`config.mk`:
```
export PLATFORM = sky130hd
export DESIGN_NAME = iob_ethmac_tx_kick
export DESIGN_NICKNAME = d
export VERILOG_FILES = /design/src/rtl/iob_ethmac_tx_kick.sv
export SDC_FILE = /design/constraint.sdc
export NUM_CORES = 1
export LEC_CHECK = 0
export ABC_CLOCK_PERIOD_IN_PS = 2150
export CAP_MARGIN = 10
export CORE_ASPECT_RATIO = 1.5
export CORE_UTILIZATION = 45
export CTS_CLUSTER_DIAMETER = 100
export DETAILED_ROUTE_END_ITERATION = 10
export GPL_ROUTABILITY_DRIVEN = 0
export PLACE_DENSITY = 0.8
export SLEW_MARGIN = 5
export SYNTH_ARGS = -nofsm -noshare
export SYNTH_HDL_FRONTEND = slang
export SYNTH_SLANG_ARGS = --single-unit
```
`constraint.sdc`:
```
create_clock -name clk -period 2.15 [get_ports clk]
set_input_delay 0.3225 -clock clk [delete_from_list [all_inputs] [get_ports clk]]
set_output_delay 0.3225 -clock clk [all_outputs]
set_load 0.02 [all_outputs]
```
`src/rtl/iob_ethmac_tx_kick.sv`:
```
// iob_ethmac_tx_kick: hands one TX frame to the Ethernet MAC through
// its buffer descriptor over IOb, then polls READY until it clears.
module iob_ethmac_tx_kick #(
  parameter int ADDR_W    = 12,
  parameter int DATA_W    = 32,
  parameter int BD_IDX    = 0,
  parameter int POLL_GAP  = 16,
  parameter int TIMEOUT_W = 20
) (
  input  logic                clk,
  input  logic                rst_n,
  input  logic                start,
  input  logic [31:0]         frame_ptr,
  input  logic [15:0]         frame_len,
  input  logic                bd_irq,
  input  logic                bd_wrap,
  input  logic                bd_pad,
  input  logic                bd_crc,
  output logic                busy,
  output logic                done,
  output logic                err,
  output logic                m_valid,
  output logic [ADDR_W-3:0]   m_address,
  output logic [DATA_W-1:0]   m_wdata,
  output logic [DATA_W/8-1:0] m_wstrb,
  input  logic [DATA_W-1:0]   m_rdata,
  input  logic                m_ready
);

  localparam int GAP_W = (POLL_GAP > 1) ? $clog2(POLL_GAP) : 1;
  localparam logic [GAP_W-1:0] GAP_LAST = GAP_W'(POLL_GAP - 1);
  localparam logic [ADDR_W-3:0] BD_ADDR = (ADDR_W-2)'(256 + 2 * BD_IDX);
  localparam logic [ADDR_W-3:0] PTR_ADDR = (ADDR_W-2)'(257 + 2 * BD_IDX);

  typedef enum logic [2:0] {
    S_IDLE,
    S_WR_PTR,
    S_WR_BD,
    S_GAP,
    S_RD_BD,
    S_DONE,
    S_ERR
  } state_t;

  state_t               r_state;
  state_t               w_next;
  logic [31:0]          r_ptr;
  logic [15:0]          r_len;
  logic [3:0]           r_flags;
  logic                 r_valid;
  logic [GAP_W-1:0]     r_gap;
  logic [TIMEOUT_W-1:0] r_tmo;

  logic        w_accept;
  logic        w_xfer;
  logic        w_launch;
  logic        w_tmo_max;
  logic        w_wr_ptr;
  logic        w_wr_bd;
  logic [31:0] w_bd_word;
  logic        w_unused_rdata;

  assign w_accept  = (r_state == S_IDLE) && start;
  assign w_xfer    = r_valid && m_ready;
  assign w_tmo_max = &r_tmo;

  always_comb begin
    w_next = r_state;
    unique case (r_state)
      S_IDLE:   if (start) w_next = S_WR_PTR;
      S_WR_PTR: if (w_xfer) w_next = S_WR_BD;
      S_WR_BD:  if (w_xfer) w_next = S_GAP;
      S_GAP: begin
        if (w_tmo_max) w_next = S_ERR;
        else if (r_gap == GAP_LAST) w_next = S_RD_BD;
      end
      // a finished poll with READY clear wins over the timeout
      S_RD_BD: begin
        if (w_xfer) begin
          if (!m_rdata[15]) w_next = S_DONE;
          else if (w_tmo_max) w_next = S_ERR;
          else w_next = S_GAP;
        end
      end
      S_DONE:   w_next = S_IDLE;
      S_ERR:    w_next = S_IDLE;
      default:  w_next = S_IDLE;
    endcase
  end

  // valid rises on entry to a bus state, or one cycle after WR_PTR ends
  assign w_launch = w_accept
                  || ((r_state == S_WR_BD) && !r_valid)
                  || ((r_state == S_GAP) && (w_next == S_RD_BD));

  always_ff @(posedge clk or negedge rst_n) begin
    if (!rst_n) begin
      r_state <= S_IDLE;
      r_ptr   <= '0;
      r_len   <= '0;
      r_flags <= '0;
      r_valid <= 1'b0;
      r_gap   <= '0;
      r_tmo   <= '0;
    end else begin
      r_state <= w_next;
      if (w_accept) begin
        r_ptr   <= frame_ptr;
        r_len   <= frame_len;
        r_flags <= {bd_irq, bd_wrap, bd_pad, bd_crc};
      end
      if (w_xfer) r_valid <= 1'b0;
      else if (w_launch) r_valid <= 1'b1;
      if ((r_state == S_GAP) && (w_next == S_GAP)) r_gap <= r_gap + GAP_W'(1);
      else r_gap <= '0;
      if (w_accept) r_tmo <= '0;
      else if (((r_state == S_GAP) || (r_state == S_RD_BD)) && !w_tmo_max)
        r_tmo <= r_tmo + TIMEOUT_W'(1);
    end
  end

  assign w_bd_word = {r_len, 1'b1, r_flags, 11'b0};
  assign w_wr_ptr  = r_valid && (r_state == S_WR_PTR);
  assign w_wr_bd   = r_valid && (r_state == S_WR_BD);

  assign busy      = (r_state != S_IDLE);
  assign done      = (r_state == S_DONE);
  assign err       = (r_state == S_ERR);
  assign m_valid   = r_valid;
  assign m_address = !r_valid ? '0 : w_wr_ptr ? PTR_ADDR : BD_ADDR;
  assign m_wdata   = w_wr_ptr ? DATA_W'(r_ptr)
                   : w_wr_bd ? DATA_W'(w_bd_word) : '0;
  assign m_wstrb   = (w_wr_ptr || w_wr_bd) ? '1 : '0;

  assign w_unused_rdata = ^{m_rdata[DATA_W-1:16], m_rdata[14:0]};

endmodule

```
==> results.tsv, run 1 <==
metric	value	unit
clock transition at the registers of the reported paths	0.06	ns
Yosys warning total	0	
Root Driver	clkbuf_16	
Rel. slew slack	57.1	%
initial DRC count	159	
number of storage elements in the synthesis netlist	80	
proportion of synthesized chip area in sequential cells	50.8	%
leakage power figure	2.66	nW
area of the core	8460	µm²
setup tns final	-0.0486	ns
Critical Path Source Type	flop	
commonest non-fill, non-tap cell in the layout	nand2_1	
minimum setup slack after placement	-0.0816	ns
Async SR Flop Fraction	100	%
most frequent cell on the critical path	buf_12	
placed instance area	5090	µm²
maximum fanout encountered on the critical timing path	7	
Max Buffers Root-to-Sink	2	
data required time of the critical path	1.83	ns
share of the core filled with cells in the final layout	62.7	%
clock skew	0.00329	ns
antenna violations before repair	0	
predominant post-synthesis flop cell	dfrtp_1	
fraction of synthesized cell area taken by the top area cell type	50.8	%
CP Capture Type	output port	
setup repair after global routing missed its margin	yes	
layout cells sized above 1	16.5	%
number of setup violations in the final report	5	
global-route wire length before repair	16.0	mm
peak clock frequency supported by timing	460	MHz
synthesized cell area	3940	µm²
via count of the first global-routing pass	3504	
number of distinct standard cells referenced by the synthesized netlist	51	
total track usage	22.7	%
DRT antenna net count	0	
vias per cell	5.19	
fin crit share	101	%
clock latency on the worst-skew pair	0.33	ns
IO Pins	138	
overall power consumption	6.27	mW
worst setup path category	reg2out	
number of DRC violations after detailed routing	0	
failing checks	negative setup slack	
minimum setup slack in the final design	-0.0253	ns
hpwl dp	6.90	mm
CTS tree	yes	
post-route design area	5310	µm²
TritonCTS Sinks	80	
number of max-slew violations in the final report	0	
routed wire length	9.81	mm
outcome	finished with violations	
max-capacitance violation count	0	
placed instance count	645	
largest area contributor in the synthesized netlist	dfrtp_1	
total overflow reported by the global router	0	
Area growth syn-to-layout	34.8	%
H-tree levels	3	
CP arrival	1.85	ns
Worst Tran Pin Value	0.643	ns
antenna diode instance count	0	
Min Clock Period, post-route	2.18	ns
die boundary height	117	µm
Power per Cell Area	1180	nW/µm²
number of clock buffers inserted by TritonCTS	9	
worst voltage drop across the vdd grid	0.731	mV
Post-Syn Area per Cell	8.87	µm²
crit-path max cell delay	0.41	ns
number of flops mapped to enable cells by yosys	0	
cell-by-cell listing of the critical path	or2b_1 -> nor3b_2 -> buf_12 -> buf_12 -> a22o_1 -> buf_4	
width of the die	78.4	µm
leading cell types in the layout, fill and taps excluded	nand2_1, dfrtp_1, clkdlybuf4s50_1, buf_4, nor2_1	
Hold Worst Slack	0.0110	ns
post-cts hold buffer count	0	
average wire length per cell after detail routing	14.8	µm
fin nets	644	
number of failing hold endpoints at the final stage	0	
biggest area contributors in the synthesized netlist	dfrtp_1, nand2_1, a22o_1	
type of the most critical hold path	in2async	
maximum number of pins on one net before global-route repair	51	
Syn Inst Count	444	
Worst path slowest cell	dfrtp_1	
Vias	3446	
number of cell rows	41	
count of non-filler cells in the finished layout	664	
full die area	9140	µm²
effective utilization at floorplan	46.5	%
number of port buffers	98	
1st-pass router iterations	4	
[what timing repair did]
| item | in CTS | in global routing |
|---|---|---|
| cloned | 0 | 0 |
| resized for setup | 134 | 26 |
| setup buffers | 1 | 4 |
| pin swaps | 2 | 1 |
| endpoints found under the setup margin | 40 | 30 |
[worst max-delay path: cells and delay by family (launching register included)]
family / cells / cell delay, ns
flops: 1 / 0.41
buf+inv: 3 / 0.42
simple gates: 2 / 0.54
compound gates: 1 / 0.14
[layer usage]
layer,GRT usage [%],vias to the layer above,share of wire [%]
met1,25.0,1677,40
met3,5.63,23,3.8
met4,12.1,0,3.0
li1,-,1667,-
met5,0,-,0
met2,40.3,79,53
[state kept, by name, summed over array words and instances (netlist names)]
signal   cells
r_tmo       20
r_len       16
r_state      3
m_valid      1
r_flags      4
r_gap        4
r_ptr       32
[kinds of logic (layout without fill, tap and decap cells)]
kind of cell	Yosys count	in the layout	share of synthesized area, %
AO/OA/AOI/OAI	44	44	9.05
XOR/XNOR	13	13	2.89
flip-flops	80	80	50.8
multiplexers	4	4	1.02
AND/OR/NAND/NOR	264	264	30.4
other	1	8	0.0952
buffers and inverters	36	142	5.08
adder cells (fa/ha/maj)	2	2	0.635
[synth_stat cells (3+ instances only)]
library cell and instances:
a211oi_1 3, buf_4 13, nor2_1 30, dfrtp_1 80, clkbuf_1 14, xnor2_1 8, a22oi_1 5, mux2i_1 4
a21oi_1 5, a22o_1 15, and2_1 16, nand4_1 10, nor3_1 4, nand3_1 4, buf_1 4, nor2b_1 3
nand2_1 173, xor2_1 5, and3_1 4
[cell type report]
cell class	count	area [µm²]
fillers	726	3150
clock buffers	13	250
well taps	107	134
repair buffers	126	1130
inverters	2	7.51
multi-input cells	335	1780
clock inverters	1	5.00
flip-flops and latches	80	2000
[final timing paths]
| check | from | to | slack, ns | depth (start not counted) |
|---|---|---|---|---|
| max reg2reg | r_state[1]$_DFF_PN0_ | r_tmo[19]$_DFFE_PN0P_ | 0.09 | 7 |
| min | rst_n | r_ptr[28]$_DFFE_PN0P_ | 0.01 | 1 |
| min reg2reg | r_ptr[0]$_DFFE_PN0P_ | r_ptr[0]$_DFFE_PN0P_ | 0.46 | 2 |
| max in group asynchronous | rst_n | r_tmo[12]$_DFFE_PN0P_ | 1.48 | 2 |
| max | r_state[2]$_DFF_PN0_ | m_wdata[19] | -0.03 | 6 |
| min in group clk | r_ptr[0]$_DFFE_PN0P_ | r_ptr[0]$_DFFE_PN0P_ | 0.46 | 2 |
[power breakdown]
group          internal (mW)  switching [mW]
clock                  0.799           0.547
combinational           1.11            1.29
sequential              2.11           0.421
Note: power is estimated with default switching activity, not from simulation.
==> inputs of run 2 (changes only) <==
--- a/config.mk
+++ b/config.mk
@@ -7,12 +7,14 @@
 export LEC_CHECK = 0
 export ABC_CLOCK_PERIOD_IN_PS = 2150
 export CAP_MARGIN = 10
+export CELL_PAD_IN_SITES_DETAIL_PLACEMENT = 1
+export CELL_PAD_IN_SITES_GLOBAL_PLACEMENT = 2
 export CORE_ASPECT_RATIO = 1.5
-export CORE_UTILIZATION = 45
+export CORE_UTILIZATION = 26
 export CTS_CLUSTER_DIAMETER = 100
 export DETAILED_ROUTE_END_ITERATION = 10
 export GPL_ROUTABILITY_DRIVEN = 0
-export PLACE_DENSITY = 0.8
+export PLACE_DENSITY_LB_ADDON = 0.1
 export SLEW_MARGIN = 5
 export SYNTH_ARGS = -nofsm -noshare
 export SYNTH_HDL_FRONTEND = slang
==> run 2 against run 1 <==
- the run still ends with negative setup slack left
- sequential power about the same
- wire length up 24%
- clock power up 16%
- sequential cell count unchanged
- first-iteration DRC count down 56%
- count of clock-buffer cells in the layout down 1
- sequential share of layout area down 2.5 points
- hold slack better by 0.44 ns
- power up 7.9%
- fmax down 3.2%
- clock skew up 0.0021 ns
- combinational power up 12%
- largest cell class unchanged
==> results.tsv, run 2 (same netlist as run 1, synthesis figures left out) <==
metric	value	unit	change
number of clock buffers inserted by TritonCTS	9		unchanged
number of failing hold endpoints at the final stage	0		unchanged
Vias	3430		-0.46%
1st-pass router iterations	4		unchanged
vias per cell	4.49		-13%
Critical Path Source Type	flop		
antenna violations before repair	0		unchanged
worst voltage drop across the vdd grid	0.377	mV	-48%
die boundary height	153	µm	+31%
antenna diode instance count	0		unchanged
via count of the first global-routing pass	3744		+6.8%
max-capacitance violation count	0		unchanged
minimum setup slack in the final design	-0.0961	ns	-0.0708 ns
number of port buffers	98		unchanged
fraction of power consumed by sequential logic	37.2	%	-3.1 points
number of cell rows	54		+32%
minimum setup slack after placement	-0.0709	ns	+0.0107 ns
average wire length per cell after detail routing	16.0	µm	+8.0%
failing checks	negative setup slack		
length of routed met3 wiring	652	µm	+77%
Worst path slowest cell	dfrtp_1		
clock transition at the registers of the reported paths	0.06	ns	about the same
worst setup path category	reg2out		
Crit path buffers/inverters	4		+1
crit-path max cell delay	0.40	ns	about the same
clock skew	0.00542	ns	+0.00213 ns
number of setup violations in the final report	3		-2
data required time of the critical path	1.83	ns	about the same
DR WL met2	6.48	mm	+24%
full die area	15700	µm²	+71%
maximum number of pins on one net before global-route repair	45		-12%
maximum fanout encountered on the critical timing path	8		+1
clock latency on the worst-skew pair	0.34	ns	about the same
hpwl dp	8.36	mm	+21%
most frequent cell on the critical path	buf_6		
internal power contribution	4.32	mW	+7.7%
sw frac	36.2	%	+0.14 points
cell-by-cell listing of the critical path	or2b_1 -> nor3b_4 -> buf_6 -> buf_8 -> buf_6 -> a22o_1 -> buf_6		
leakage power figure	2.74	nW	+3.0%
CP Capture Type	output port		
peak clock frequency supported by timing	445	MHz	-3.2%
leading cell types in the layout, fill and taps excluded	nand2_1, dfrtp_1, clkdlybuf4s50_1, nor2_1, buf_4		
area of the core	14700	µm²	+73%
width of the die	102	µm	+31%
CTS tree	yes		
fin crit share	104	%	+3.3 points
Post-Route M1 WL	4.85	mm	+24%
number of DRC violations after detailed routing	0		unchanged
setup repair after global routing missed its margin	yes		
number of max-slew violations in the final report	0		unchanged
Max Buffers Root-to-Sink	2		unchanged
commonest non-fill, non-tap cell in the layout	nand2_1		
TritonCTS Sinks	80		unchanged
fin nets	653		+1.4%
total overflow reported by the global router	0		unchanged
CP top delay family	simple AND/OR/NAND/NOR gates		
DRT antenna net count	0		unchanged
total track usage	16.6	%	-6.1 points
Area growth syn-to-layout	44.4	%	
placed instance area	5280	µm²	+3.6%
Root Driver	clkbuf_16		
post-route design area	5690	µm²	+7.1%
effective utilization at floorplan	26.9	%	-20 points
initial DRC count	70		-56%
outcome	finished with violations		
routed wire length	12.2	mm	+24%
IO Pins	138		unchanged
highest metal used	met4		
type of the most critical hold path	in2async		
power dissipated by switching net loads	2.45	mW	+8.3%
Power per Cell Area	1190	nW/µm²	+0.72%
CP arrival	1.92	ns	+0.07 ns
Min Clock Period, post-route	2.25	ns	+0.0708 ns
register containing the most flip-flops in the final layout	r_ptr		
part of the total power dissipated in the clock network	23.2	%	+1.7 points
largest registers	r_ptr (32), r_tmo (20), r_len (16)		
layout cells sized above 1	18.7	%	+2.1 points
H-tree levels	3		unchanged
share of total power in combinational logic	39.6	%	+1.4 points
global-route wire length before repair	19.5	mm	+22%
flip-flop count of the largest register, all copies and words added	32		unchanged
==> run 2: cell type report <==
cell class / count / area, µm²
clock buffer: 12 / 246
clock inverter: 4 / 53.8
fill: 1716 / 8970
inverter: 2 / 7.51
multi-input combinational: 335 / 1800
sequential: 80 / 2000
tap: 196 / 245
timing repair buffer: 135 / 1330
==> run 2: metrics by stage <==
stage / power [mW] / utilization [%] / hold WS, ns / TNS [ns] / std cells
finish: 6.77 / 38.8 / 0.456 / -0.119 / 764
global route: 7.23 / 38.8 / 0.494 / -1.22 / 764
CTS: 6.83 / 38.6 / 0.457 / -0.600 / 762
detailed placement: 5.02 / 36.0 / 0.284 / -1.01 / 737
global placement: 4.94 / 36.0 / 0.286 / -0.279 / 737
floorplan: 3.90 / - / 0.0269 / 0 / 451
==> run 2: worst paths after layout <==
path	cells after the start	slack, ns	start	to
setup / recovery	7	-0.1	r_state[2]$_DFF_PN0_	m_wdata[25]
hold / removal	2	0.46	rst_n	r_tmo[0]$_DFFE_PN0P_
setup reg to reg	7	0.09	r_state[1]$_DFF_PN0_	r_tmo[17]$_DFFE_PN0P_
hold reg to reg	1	0.46	r_gap[0]$_DFF_PN0_	r_gap[0]$_DFF_PN0_
max in group asynchronous	3	1.15	rst_n	r_ptr[31]$_DFFE_PN0P_
min in group clk	1	0.46	r_gap[0]$_DFF_PN0_	r_gap[0]$_DFF_PN0_
==> run 2: power by group through the flow <==
stage / Combinational [mW] / Sequential (mW) / Clock (mW)
after floorplan: 1.47 / 2.43 / 0
after global placement: 2.44 / 2.50 / 0
after detailed placement: 2.49 / 2.52 / 0
after CTS: 2.68 / 2.52 / 1.62
after global routing: 2.96 / 2.60 / 1.66
final: 2.68 / 2.52 / 1.57
==> run 2: repair_timing <==
item,in CTS,in global routing
buffers inserted,5,4
hold endpoints to repair,25,0
hold buffers,1,0
resized for setup,154,46
setup endpoints to repair,39,37
cloned,3,0
pin swaps,4,12
==> run 2: routing by layer <==
layer,GRT usage (%),up-vias
li1,-,1679
met1,18.4,1668
met2,29.1,68
met3,4.68,15
met4,6.67,0
met5,0,-
==> run 2: worst reg2reg max path, delay by kind of cell (launching register included) <==
family,cells,cell delay [ns]
and+or+nand+nor,4,1.01
DFF,1,0.37
buffers and inverters,2,0.33
AOI/OAI and AO/OA,1,0.28
==> inputs of run 3 (changes only) <==
--- a/config.mk
+++ b/config.mk
@@ -5,11 +5,11 @@
 export SDC_FILE = /design/constraint.sdc
 export NUM_CORES = 1
 export LEC_CHECK = 0
-export ABC_CLOCK_PERIOD_IN_PS = 2150
 export CAP_MARGIN = 10
 export CELL_PAD_IN_SITES_DETAIL_PLACEMENT = 1
 export CELL_PAD_IN_SITES_GLOBAL_PLACEMENT = 2
 export CORE_ASPECT_RATIO = 1.5
+export CORE_MARGIN = 3
 export CORE_UTILIZATION = 26
 export CTS_CLUSTER_DIAMETER = 100
 export DETAILED_ROUTE_END_ITERATION = 10
==> run 3 against run 2 <==
- the run ends with negative hold slack left
- fmax up 5.9%
- highest routed layer unchanged
- largest cell class unchanged
- worst setup slack better by 0.12 ns
- wire length down 0.53%
- final area down 2.1%
==> results.tsv, run 3 (same netlist as run 1, synthesis figures left out) <==
metric	value	unit	change
clock transition at the registers of the reported paths	0.06	ns	about the same
number of cell rows	54		unchanged
CTS tree	yes		
IO Pins	138		unchanged
overall power consumption	6.55	mW	-3.2%
initial DRC count	88		+26%
antenna diode instance count	0		unchanged
clock latency on the worst-skew pair	0.34	ns	about the same
number of clock buffers inserted by TritonCTS	9		unchanged
slack of the worst reg-to-reg path	0.10	ns	about the same
total overflow reported by the global router	0		unchanged
Hold Worst Slack	-0.0113	ns	-0.467 ns
H-tree levels	3		unchanged
total track usage	14.9	%	-1.7 points
antenna violations before repair	0		unchanged
full die area	16700	µm²	+6.6%
number of setup violations in the final report	0		-3
via count of the first global-routing pass	3671		-1.9%
width of the die	106	µm	+3.9%
area of the core	14700	µm²	unchanged
setup repair after global routing missed its margin	yes		
TritonCTS Sinks	80		unchanged
max-capacitance violation count	0		unchanged
Area growth syn-to-layout	41.4	%	
worst setup path category	reg2out		
hpwl dp	8.34	mm	-0.21%
Vias	3438		+0.23%
fin nets	648		-0.77%
failing checks	negative hold slack		
number of DRC violations after detailed routing	0		unchanged
data required time of the critical path	1.83	ns	about the same
commonest non-fill, non-tap cell in the layout	nand2_1		
register containing the most flip-flops in the final layout	r_ptr		
fin crit share	98.7	%	-5.8 points
type of the most critical hold path	in2async		
vias per cell	4.53		+0.89%
Power per Cell Area	1180	nW/µm²	-1.1%
post-cts hold buffer count	0		-1
CP Capture Type	output port		
largest registers	r_ptr (32), r_tmo (20), r_len (16)		
placed instance count	735		-0.27%
outcome	finished with violations		
Root Driver	clkbuf_16		
count of non-filler cells in the finished layout	759		-0.65%
leakage power figure	2.73	nW	-0.51%
leading cell types in the layout, fill and taps excluded	nand2_1, dfrtp_1, clkdlybuf4s50_1, nor2_1, buf_4		
1st-pass router iterations	4		unchanged
layout cells sized above 1	18.3	%	-0.37 points
maximum number of pins on one net before global-route repair	81		+80%
maximum fanout encountered on the critical timing path	15		+7
fill cell instance count of the final layout	1757		+2.4%
number of failing hold endpoints at the final stage	5		+5
DRT antenna net count	0		unchanged
global-route wire length before repair	19.3	mm	-1.3%
setup tns final	0	ns	+0.119 ns
Critical Path Source Type	flop		
worst voltage drop across the vdd grid	0.361	mV	-4.2%
clock skew	0.00760	ns	+0.00218 ns
flip-flop count of the largest register, all copies and words added	32		unchanged
minimum setup slack after placement	-0.0236	ns	+0.0473 ns
minimum setup slack in the final design	0.0282	ns	+0.124 ns
average wire length per cell after detail routing	16.0	µm	+0.13%
routed wire length	12.1	mm	-0.53%
Min Clock Period, post-route	2.12	ns	-0.124 ns
die boundary height	157	µm	+2.6%
number of port buffers	98		unchanged
peak clock frequency supported by timing	471	MHz	+5.9%
Max Buffers Root-to-Sink	2		unchanged
number of max-slew violations in the final report	0		unchanged
effective utilization at floorplan	26.9	%	unchanged
CP arrival	1.80	ns	-0.12 ns
[run 3: metrics by stage]
step / cell area (µm²) / utilization (%) / hold slack (ns)
after floorplan: 3970 / - / 0.0269
after global placement: 5290 / 36.0 / 0.398
after detailed placement: 5290 / 36.0 / 0.396
after CTS: 5550 / 37.9 / 0.0252
after global routing: 5570 / 38.0 / 0.0195
final: 5570 / 38.0 / -0.0113
[run 3: path summary, 6_finish.rpt]
check                                     start                     to  cells past startpoint
max                        r_state[2]$_DFF_PN0_            m_wdata[30]                      6
min                                       rst_n     r_gap[0]$_DFF_PN0_                      2
max reg2reg                r_state[0]$_DFF_PN0_  r_tmo[17]$_DFFE_PN0P_                      6
min reg2reg                  r_gap[0]$_DFF_PN0_     r_gap[0]$_DFF_PN0_                      1
max in group asynchronous                 rst_n   r_ptr[4]$_DFFE_PN0P_                      2
min in group clk             r_gap[0]$_DFF_PN0_     r_gap[0]$_DFF_PN0_                      1
[run 3: what timing repair did]
| item | CTS | global route |
|---|---|---|
| cloned | 1 | 1 |
| setup endpoints to repair | 40 | 29 |
| pin swaps | 2 | 2 |
| gates resized for setup | 137 | 27 |
| endpoints found under the hold margin | 0 | 0 |
| buffers inserted | 4 | 3 |
[run 3: cell type report]
class / instances / area (µm²) / share of cell area (%)
sequential: 80 / 2000 / 36.0
multi-input combinational: 335 / 1800 / 32.4
timing repair buffer: 130 / 1200 / 21.6
clock buffer: 12 / 256 / 4.61
tap: 196 / 245 / 4.40
clock inverter: 4 / 51.3 / 0.921
inverter: 2 / 7.51 / 0.135
[run 3: worst max-delay path, cell delays in order (launching register included)]
cell	delay, ns
dfrtp_1	0.40
or2b_1	0.26
nor3b_2	0.24
buf_12	0.18
buf_4	0.12
a22o_1	0.14
buf_6	0.12
[run 3: per-layer routing]
metal  vias up  global-route usage, %  share of wire, %
met1      1679                   17.2                41
met3        16                   3.84               5.2
met4         0                   5.91               2.0
met2        67                   26.4                52
li1       1676                      -                 -
met5         -                      0                 0
[run 3: power by group]
part	total, mW	leakage [nW]	internal [mW]	switching (mW)
Combinational	2.44	1.57	1.10	1.34
Clock	1.60	0.149	0.966	0.632
Sequential	2.51	1.01	2.11	0.404
